**config.mk**
```make
export PLATFORM = sky130hd
export DESIGN_NAME = dp_ram_be
export DESIGN_NICKNAME = d
export VERILOG_FILES = /design/src/rtl/dp_ram_be.sv
export SDC_FILE = /design/constraint.sdc
export NUM_CORES = 2
export LEC_CHECK = 0
export CORE_ASPECT_RATIO = 0.75
export CORE_MARGIN = 2
export CORE_UTILIZATION = 45
export CTS_BUF_LIST = sky130_fd_sc_hd__clkbuf_4 sky130_fd_sc_hd__clkbuf_8
export DETAILED_ROUTE_END_ITERATION = 16
export GPL_ROUTABILITY_DRIVEN = 0
export PLACE_DENSITY = 0.62
export SLEW_MARGIN = 10
export SYNTH_ARGS = -nofsm -noshare
export SYNTH_HDL_FRONTEND = slang
export SYNTH_SLANG_ARGS = --single-unit
```
**constraint.sdc**
```tcl
create_clock -name clk -period 6.6 [get_ports clk]
set_input_delay 1.32 -clock clk [delete_from_list [all_inputs] [get_ports clk]]
set_output_delay 1.32 -clock clk [all_outputs]
set_load 0.05 [all_outputs]
```
**src/rtl/dp_ram_be.sv**
```systemverilog
// dp_ram_be: simple-dual-port RAM (one write port, one read port, one clock)
// with per-lane byte enables, a registered read with a valid pulse, and a
// clear sequencer that fills every word with INIT_VALUE after reset.
//
// Optional build macro: WR_FIRST_BYPASS_EN
//   defined   -> a same-address read/write on one edge returns write-first
//                data (written lanes from w_data, other lanes from memory)
//   undefined -> read-first: the read returns the word as it was before the
//                write, matching a block RAM without bypass logic
//   The memory array is updated identically in both builds.
//
// Ports:
//   clk        single clock, all state changes on the rising edge
//   rst        asynchronous active-high reset; restarts the clear sequencer
//   init_busy  high while the clear sequencer runs (user ports are ignored)
//   wr_en      write request
//   wr_addr    write address
//   wr_be      lane enables, bit i covers bits [i*BYTE_WIDTH +: BYTE_WIDTH]
//   w_data     write data
//   rd_en      read request
//   rd_addr    read address
//   r_data     registered read data, holds between reads
//   r_valid    one-cycle pulse marking r_data as fresh
module dp_ram_be #(
    parameter int                    DATA_WIDTH = 8,
    parameter int                    ADDR_WIDTH = 8,
    parameter int                    BYTE_WIDTH = 8,
    parameter logic [DATA_WIDTH-1:0] INIT_VALUE = '0
) (
    input  logic                                clk,
    input  logic                                rst,
    output logic                                init_busy,
    input  logic                                wr_en,
    input  logic [ADDR_WIDTH-1:0]               wr_addr,
    input  logic [DATA_WIDTH/BYTE_WIDTH-1:0]    wr_be,
    input  logic [DATA_WIDTH-1:0]               w_data,
    input  logic                                rd_en,
    input  logic [ADDR_WIDTH-1:0]               rd_addr,
    output logic [DATA_WIDTH-1:0]               r_data,
    output logic                                r_valid
);

    localparam int                    NB        = DATA_WIDTH / BYTE_WIDTH;
    localparam int                    DEPTH     = 2 ** ADDR_WIDTH;
    localparam logic [ADDR_WIDTH-1:0] LAST_ADDR = '1;

    typedef enum logic {
        S_INIT,
        S_READY
    } state_t;

    state_t                  state;
    state_t                  state_nxt;
    logic [ADDR_WIDTH-1:0]   clr_cnt;
    logic                    ready;
    logic [DATA_WIDTH-1:0]   mem [DEPTH];
    logic [DATA_WIDTH-1:0]   rd_word;
    logic [DATA_WIDTH-1:0]   rd_data_p1;
    logic                    vld_p1;

`ifdef WR_FIRST_BYPASS_EN
    // Lane-wise merge: enabled lanes take new data, the rest keep old data.
    function automatic logic [DATA_WIDTH-1:0] lane_merge(
        input logic [DATA_WIDTH-1:0] old_word,
        input logic [DATA_WIDTH-1:0] new_word,
        input logic [NB-1:0]         be
    );
        logic [DATA_WIDTH-1:0] res;
        res = old_word;
        for (int i = 0; i < NB; i++) begin
            if (be[i]) begin
                res[i*BYTE_WIDTH +: BYTE_WIDTH] = new_word[i*BYTE_WIDTH +: BYTE_WIDTH];
            end
        end
        return res;
    endfunction
`endif

    // State register
    always_ff @(posedge clk or posedge rst) begin
        if (rst) begin
            state <= S_INIT;
        end else begin
            state <= state_nxt;
        end
    end

    // Next-state logic: leave INIT on the edge that clears the last address
    always_comb begin
        state_nxt = state;
        case (state)
            S_INIT:  if (clr_cnt == LAST_ADDR) state_nxt = S_READY;
            S_READY: state_nxt = S_READY;
            default: state_nxt = S_INIT;
        endcase
    end

    // Output logic
    always_comb begin
        init_busy = (state == S_INIT);
        ready     = (state == S_READY);
    end

    // Clear address counter; it wraps to 0 on leaving INIT and then idles
    always_ff @(posedge clk or posedge rst) begin
        if (rst) begin
            clr_cnt <= '0;
        end else if (state == S_INIT) begin
            clr_cnt <= clr_cnt + 1'b1;
        end
    end

    // Memory array has no reset; the sequencer owns the write port in INIT
    always_ff @(posedge clk) begin
        if (state == S_INIT) begin
            mem[clr_cnt] <= INIT_VALUE;
        end else if (wr_en) begin
            for (int i = 0; i < NB; i++) begin
                if (wr_be[i]) begin
                    mem[wr_addr][i*BYTE_WIDTH +: BYTE_WIDTH] <= w_data[i*BYTE_WIDTH +: BYTE_WIDTH];
                end
            end
        end
    end

    // Read word seen at the edge; the array read returns pre-write contents
    always_comb begin
        rd_word = mem[rd_addr];
`ifdef WR_FIRST_BYPASS_EN
        if (wr_en && (wr_addr == rd_addr)) begin
            rd_word = lane_merge(mem[rd_addr], w_data, wr_be);
        end
`endif
    end

    // ---- stage p1: registered read data and valid ----
    always_ff @(posedge clk or posedge rst) begin
        if (rst) begin
            vld_p1     <= 1'b0;
            rd_data_p1 <= '0;
        end else begin
            vld_p1 <= rd_en && ready;
            if (rd_en && ready) begin
                rd_data_p1 <= rd_word;
            end
        end
    end

    assign r_data  = rd_data_p1;
    assign r_valid = vld_p1;

endmodule

```
== Word-level counts from Yosys, hierarchy flattened ==
Memory sizes are Yosys's and may differ from the RTL's. A register that Yosys moved wholly into a read port is not among the register bits.
Index checks and enable logic that the tools add are counted.

* Register bits after elaboration: 10
* Memory bits (writable): 2048
* Memories kept: 1

* Add/sub/neg operators: 1
* Eq/ne operators: 1
* Mux-type cells: 10
* Bitwise gates (word level): 1
* Reduce and logical (&&, ||, !) cells: 2

{| class="wikitable"
|+ Memories
! name !! depth !! width !! rd ports !! clocked after Yosys merged registers in !! wr ports !! RTL line !! text
|-
| mem || 256 || 8 || 1 || 1 || 1 || 56 || <nowiki>logic [DATA_WIDTH-1:0] mem [DEPTH];</nowiki>
|}

{| class="wikitable"
|+ Operator list
! operator !! count
|-
| 8-bit 2-to-1 mux || 2
|-
| 8-bit by 1-bit adder with 8-bit output, second input constant || 1
|-
| 8-bit == test, second input constant || 1
|-
| 8-bit OR reduction || 1
|-
| 1-bit 2-to-1 mux || 7
|-
| 1-bit case mux with 2 select lines || 1
|-
| 1-bit logical AND || 1
|-
| 1-bit NOT || 1
|}

== Logic depth before layout (Yosys ltp) ==
* Depth after elaboration: 6
* Gate-level depth with buffers: 14
* Depth with buffers taken out: 6

== Worst setup path before layout ==
No wires, ideal clock.

* Kind: input to register
* From: input wr_en
* To: memory mem[0][0] (data pin)
* Library setup time: 0.869 ns
* Arrival: 5.200 ns
* Data required time: 5.731 ns
* Setup slack: 0.531 ns
* Cell stages on the path: 4
* Path through: nand2_1 -> nor2_1 -> clkbuf_1 -> and2_1

* Longest elaborated chain between the ends: 5

{| class="wikitable"
|+ Ends and longest elaborated chain
! element !! RTL line !! text
|-
| start, declared || 33 || <nowiki>input logic wr_en,</nowiki>
|-
| 1-bit 2-to-1 mux || 117 || <nowiki>end else if (wr_en) begin</nowiki>
|-
| 1-bit 2-to-1 mux || 115 || <nowiki>if (state == S_INIT) begin</nowiki>
|-
| 1-bit 2-to-1 mux (not written as such) || 120 || <nowiki>mem[wr_addr][i*BYTE_WIDTH +: BYTE_WIDTH] <= w_data[i*BYTE_WIDTH +: BYTE_WIDTH];</nowiki>
|-
| 8-bit OR reduction (no line) || - ||
|-
| 8-bit 2-to-1 mux (no line) || - ||
|-
| end, declared || 56 ||
|}

No other way between the ends.

==> run summary <==
The flow ran to the end, but the final reports show violations. The checks that failed: max-capacitance violations, max-slew violations. The library cell with the largest summed area after synthesis is sky130_fd_sc_hd__edfxtp_1. The depth of the worst hold-timing path came out at 1. From left edge to right edge, the die measures 495 um.

At the worst endpoint, the arrival time is 5.39 ns. The synthesized flop and latch total is 2066. For the detailed-routed wire length on met3, the log shows 26.2 mm. Clock tree synthesis inserted a total of 327 buffers. The power density normalized to cell area was 281 nW/um^2.

The worst-case reg-to-reg path depth is 5, and the first-pass GRT wire length is 306 mm. The post-route netlist has 22.8% of its cells at a drive strength greater than 1. The first-pass detailed-route iteration total is 6, and the placed wire-length estimate is 133 mm. The stage delay of the slowest cell on the critical path is 1.33 ns, and the proportion of register bits with asynchronous set or reset after synthesis is 0.871%.

The logs give 39 for the I/O pin total and 42.2k for the number of vias in the routed layout. The final number of max-transition violations came out at 2. The total overflow left after global routing is 0. The pin count of the biggest net entering global routing was 140. The slew at the pin with the worst max-slew slack works out to 1.52 ns.

Leading register cell type out of synthesis: sky130_fd_sc_hd__edfxtp_1. Among all stages on the critical path, the largest delay is contributed by sky130_fd_sc_hd__a2111oi_0. For this run, design rule violations remaining after detail routing come to 0. Cell count after synthesis: 4001. Worst vdd rail ir drop: 0.238 mV. The number of different library cells used by synthesis comes to 77. No sink is reached through more buffers than the 4 on the longest clock path. TritonCTS built the clock tree. Share of Yosys cell area claimed by the top area cell type: 75.7%. The fmax came out at 224 MHz.

The synthesized net count was 4031; the overall die height was 372 um. For this design, the sink count on the clock tree is 2066. STA puts the critical path data required time at 7.54 ns.

After detailed routing, the met2 layer carries 89.0 mm of wire. The total area inside the core boundary comes to 179000 sq um. In this run, synthesis inferred 2048 flip-flops with an integrated enable. Global routing consumed, over all layers together, 23.3% of the routing resources. The logs give 215 mm for the post-detailed-routing wire length and 0 for the number of setup buffers added after CTS. After routing, the total negative slack on setup checks comes to 0 ns.

Yosys printed 0 warnings. The count of instances resized after the clock tree is built came out at 0. Setup repair after global routing left no endpoint under its margin. Headroom to the max-slew limit came out at -3.63%. In this design, the critical path's most frequently occurring cell is sky130_fd_sc_hd__a2111oi_0. Clock slew seen by the registers of the worst setup and hold paths: 0.07 ns.

Leaving out fill and tap cells, the most frequent cells in the layout are 2048 x sky130_fd_sc_hd__edfxtp_1, 336 x sky130_fd_sc_hd__clkbuf_8, 329 x sky130_fd_sc_hd__mux4_2. The mean instance size in the synthesized netlist came out at 20.3 sq um. The area growth from synthesis to final layout works out to 11.0%. For the total of max-cap violations, the log shows 1. The logs give 0 for the count of final hold-check violations and 81200 sq um for the netlist area before placement. In this run the number of H-tree levels came out at 5. The class of the most critical setup path is input port to flip-flop. For the initial core utilization, the log shows 45.5%. The routed metal-1 wirelength was 94.8 mm; the DRC marker count from the first detailed-route iteration was 5622. The master cell of the clock root buffer is sky130_fd_sc_hd__clkbuf_8. By area the synthesized netlist is led by sky130_fd_sc_hd__edfxtp_1 76%, sky130_fd_sc_hd__mux4_2 9.1%, sky130_fd_sc_hd__mux2i_1 3.2%.

Traced cell by cell, the critical path runs through clkdlybuf4s50_1 > and2_1 > nand2_1 > a2111oi_0 > a2111oi_0 > nand4bb_1 > o211ai_1. In this run the worst path has a maximum fanout of 14. The initial antenna violation count was 10.

The final number of setup-violating endpoints came out at 0. STA classifies the critical path endpoint as a flip-flop. The tightest hold margin is 0.647 ns.

The highest layer touched by signal routing is met4. The worst setup path is launched from an input port. The floorplan has 134 rows. The number of hold buffers added after CTS is 0, and the portion of the clock cycle consumed by the worst path in the final layout is 67.6%. The average wire length per cell after detail routing came out at 31.2 um.

The die covers 184000 sq um. The smallest clock period supported by the final layout is computed as 4.46 ns. The count of nets left with antenna violations once routing finished came out at 0. The later-pin clock latency in the skew report was 1.02 ns. The via count of the first global-routing pass was 41.3k. Summing the sequential cell areas from Yosys gives 76.3% of the chip area. The number of nets in the layout came out at 4278. Summed over all cells, the static leakage comes to 30.9 nW. The worst clock skew on the final layout is 0.0494 ns, and the via count normalized by instance count is 6.15. The worst hold path belongs to the class flip-flop to flip-flop.

The library cell used most frequently in the layout, excluding fill and tap cells, is sky130_fd_sc_hd__edfxtp_1. The count of buffers inserted at the top-level ports is 38.
[cells by family after synthesis]
logic type	Yosys count	synth area share [%]
adder cells (fa/ha/maj)	1	0.0154
multiplexers	691	14.6
AND/OR/NAND/NOR	569	3.18
XOR/XNOR	7	0.0755
AO/OA/AOI/OAI	422	3.72
flip-flops	2066	76.3
buffers and inverters	245	2.17
[worst max-delay path, delay by kind of cell]
family,cells,cell delay [ns]
buffers and inverters,1,0.92
and+or+nand+nor,3,1.34
AOI/OAI and AO/OA,3,1.79
[where the power goes]
part | switching (mW) | total [mW] | internal (mW) | leakage, nW
registers | 0 | 14.2 | 14.2 | 21.3
logic | 0.475 | 0.754 | 0.279 | 6.43
clock network | 4.91 | 10.4 | 5.46 | 3.19
[registers in the layout (all words and copies together) (netlist names)]
name / count
clr_cnt: 8
ready: 1
mem: 2048
r_data: 8
r_valid: 1
[Yosys cell counts (25+ instances only)]
cell                          n
sky130_fd_sc_hd__o21ai_0     27
sky130_fd_sc_hd__mux2_2      57
sky130_fd_sc_hd__mux4_2     329
sky130_fd_sc_hd__mux2i_1    261
sky130_fd_sc_hd__nor2_1     284
sky130_fd_sc_hd__clkbuf_1   103
sky130_fd_sc_hd__a22oi_1     77
sky130_fd_sc_hd__nand2_1    113
sky130_fd_sc_hd__a21oi_1     51
sky130_fd_sc_hd__edfxtp_1  2048
sky130_fd_sc_hd__buf_2       37
sky130_fd_sc_hd__nand4_1     26
sky130_fd_sc_hd__buf_4       25
sky130_fd_sc_hd__buf_6       32
sky130_fd_sc_hd__mux4_1      44
sky130_fd_sc_hd__o22ai_1    101
sky130_fd_sc_hd__nand3_1     39
sky130_fd_sc_hd__o221ai_1    57
[path summary, 6_finish.rpt]
check                           startpoint           to  slack, ns
worst max-delay path            rd_addr[5]    r_data[2]       2.14
worst max register to register       ready  mem[134][6]       2.45
worst min register to register       ready   clr_cnt[0]       0.65
min in group asynchronous              rst    r_data[6]       0.87
worst min-delay path                 ready   clr_cnt[0]       0.65
max in group asynchronous              rst      r_valid       5.09
[per-layer routing]
metal | up-vias | global-route usage (%)
li1 | 17200 | -
met1 | 22200 | 36.9
met2 | 2562 | 31.2
met3 | 318 | 6.97
met4 | 0 | 6.23
met5 | - | 0
[stage by stage]
stage	area [sq um]	worst slack (ns)	cells	util, %	power (mW)
final	90100	2.14	6867	50.5	25.3
after global routing	90100	2.11	6862	50.5	26.0
after CTS	90100	2.44	6858	50.5	25.4
after detailed placement	84100	1.33	6299	47.1	15.2
after global placement	84100	1.30	6299	47.1	15.2
after floorplan	81200	0.531	4001	-	15.0
[cell type report]
class | instances | area [sq um]
tap | 2380 | 2980
sequential | 2066 | 61900
antenna | 9 | 22.5
fill | 14300 | 88400
inverter | 6 | 25.0
multi-input combinational | 1690 | 17600
clock buffer | 427 | 5310
clock inverter | 132 | 738
timing repair buffer | 157 | 1570
No activity file was read; power rests on OpenSTA's default activity.
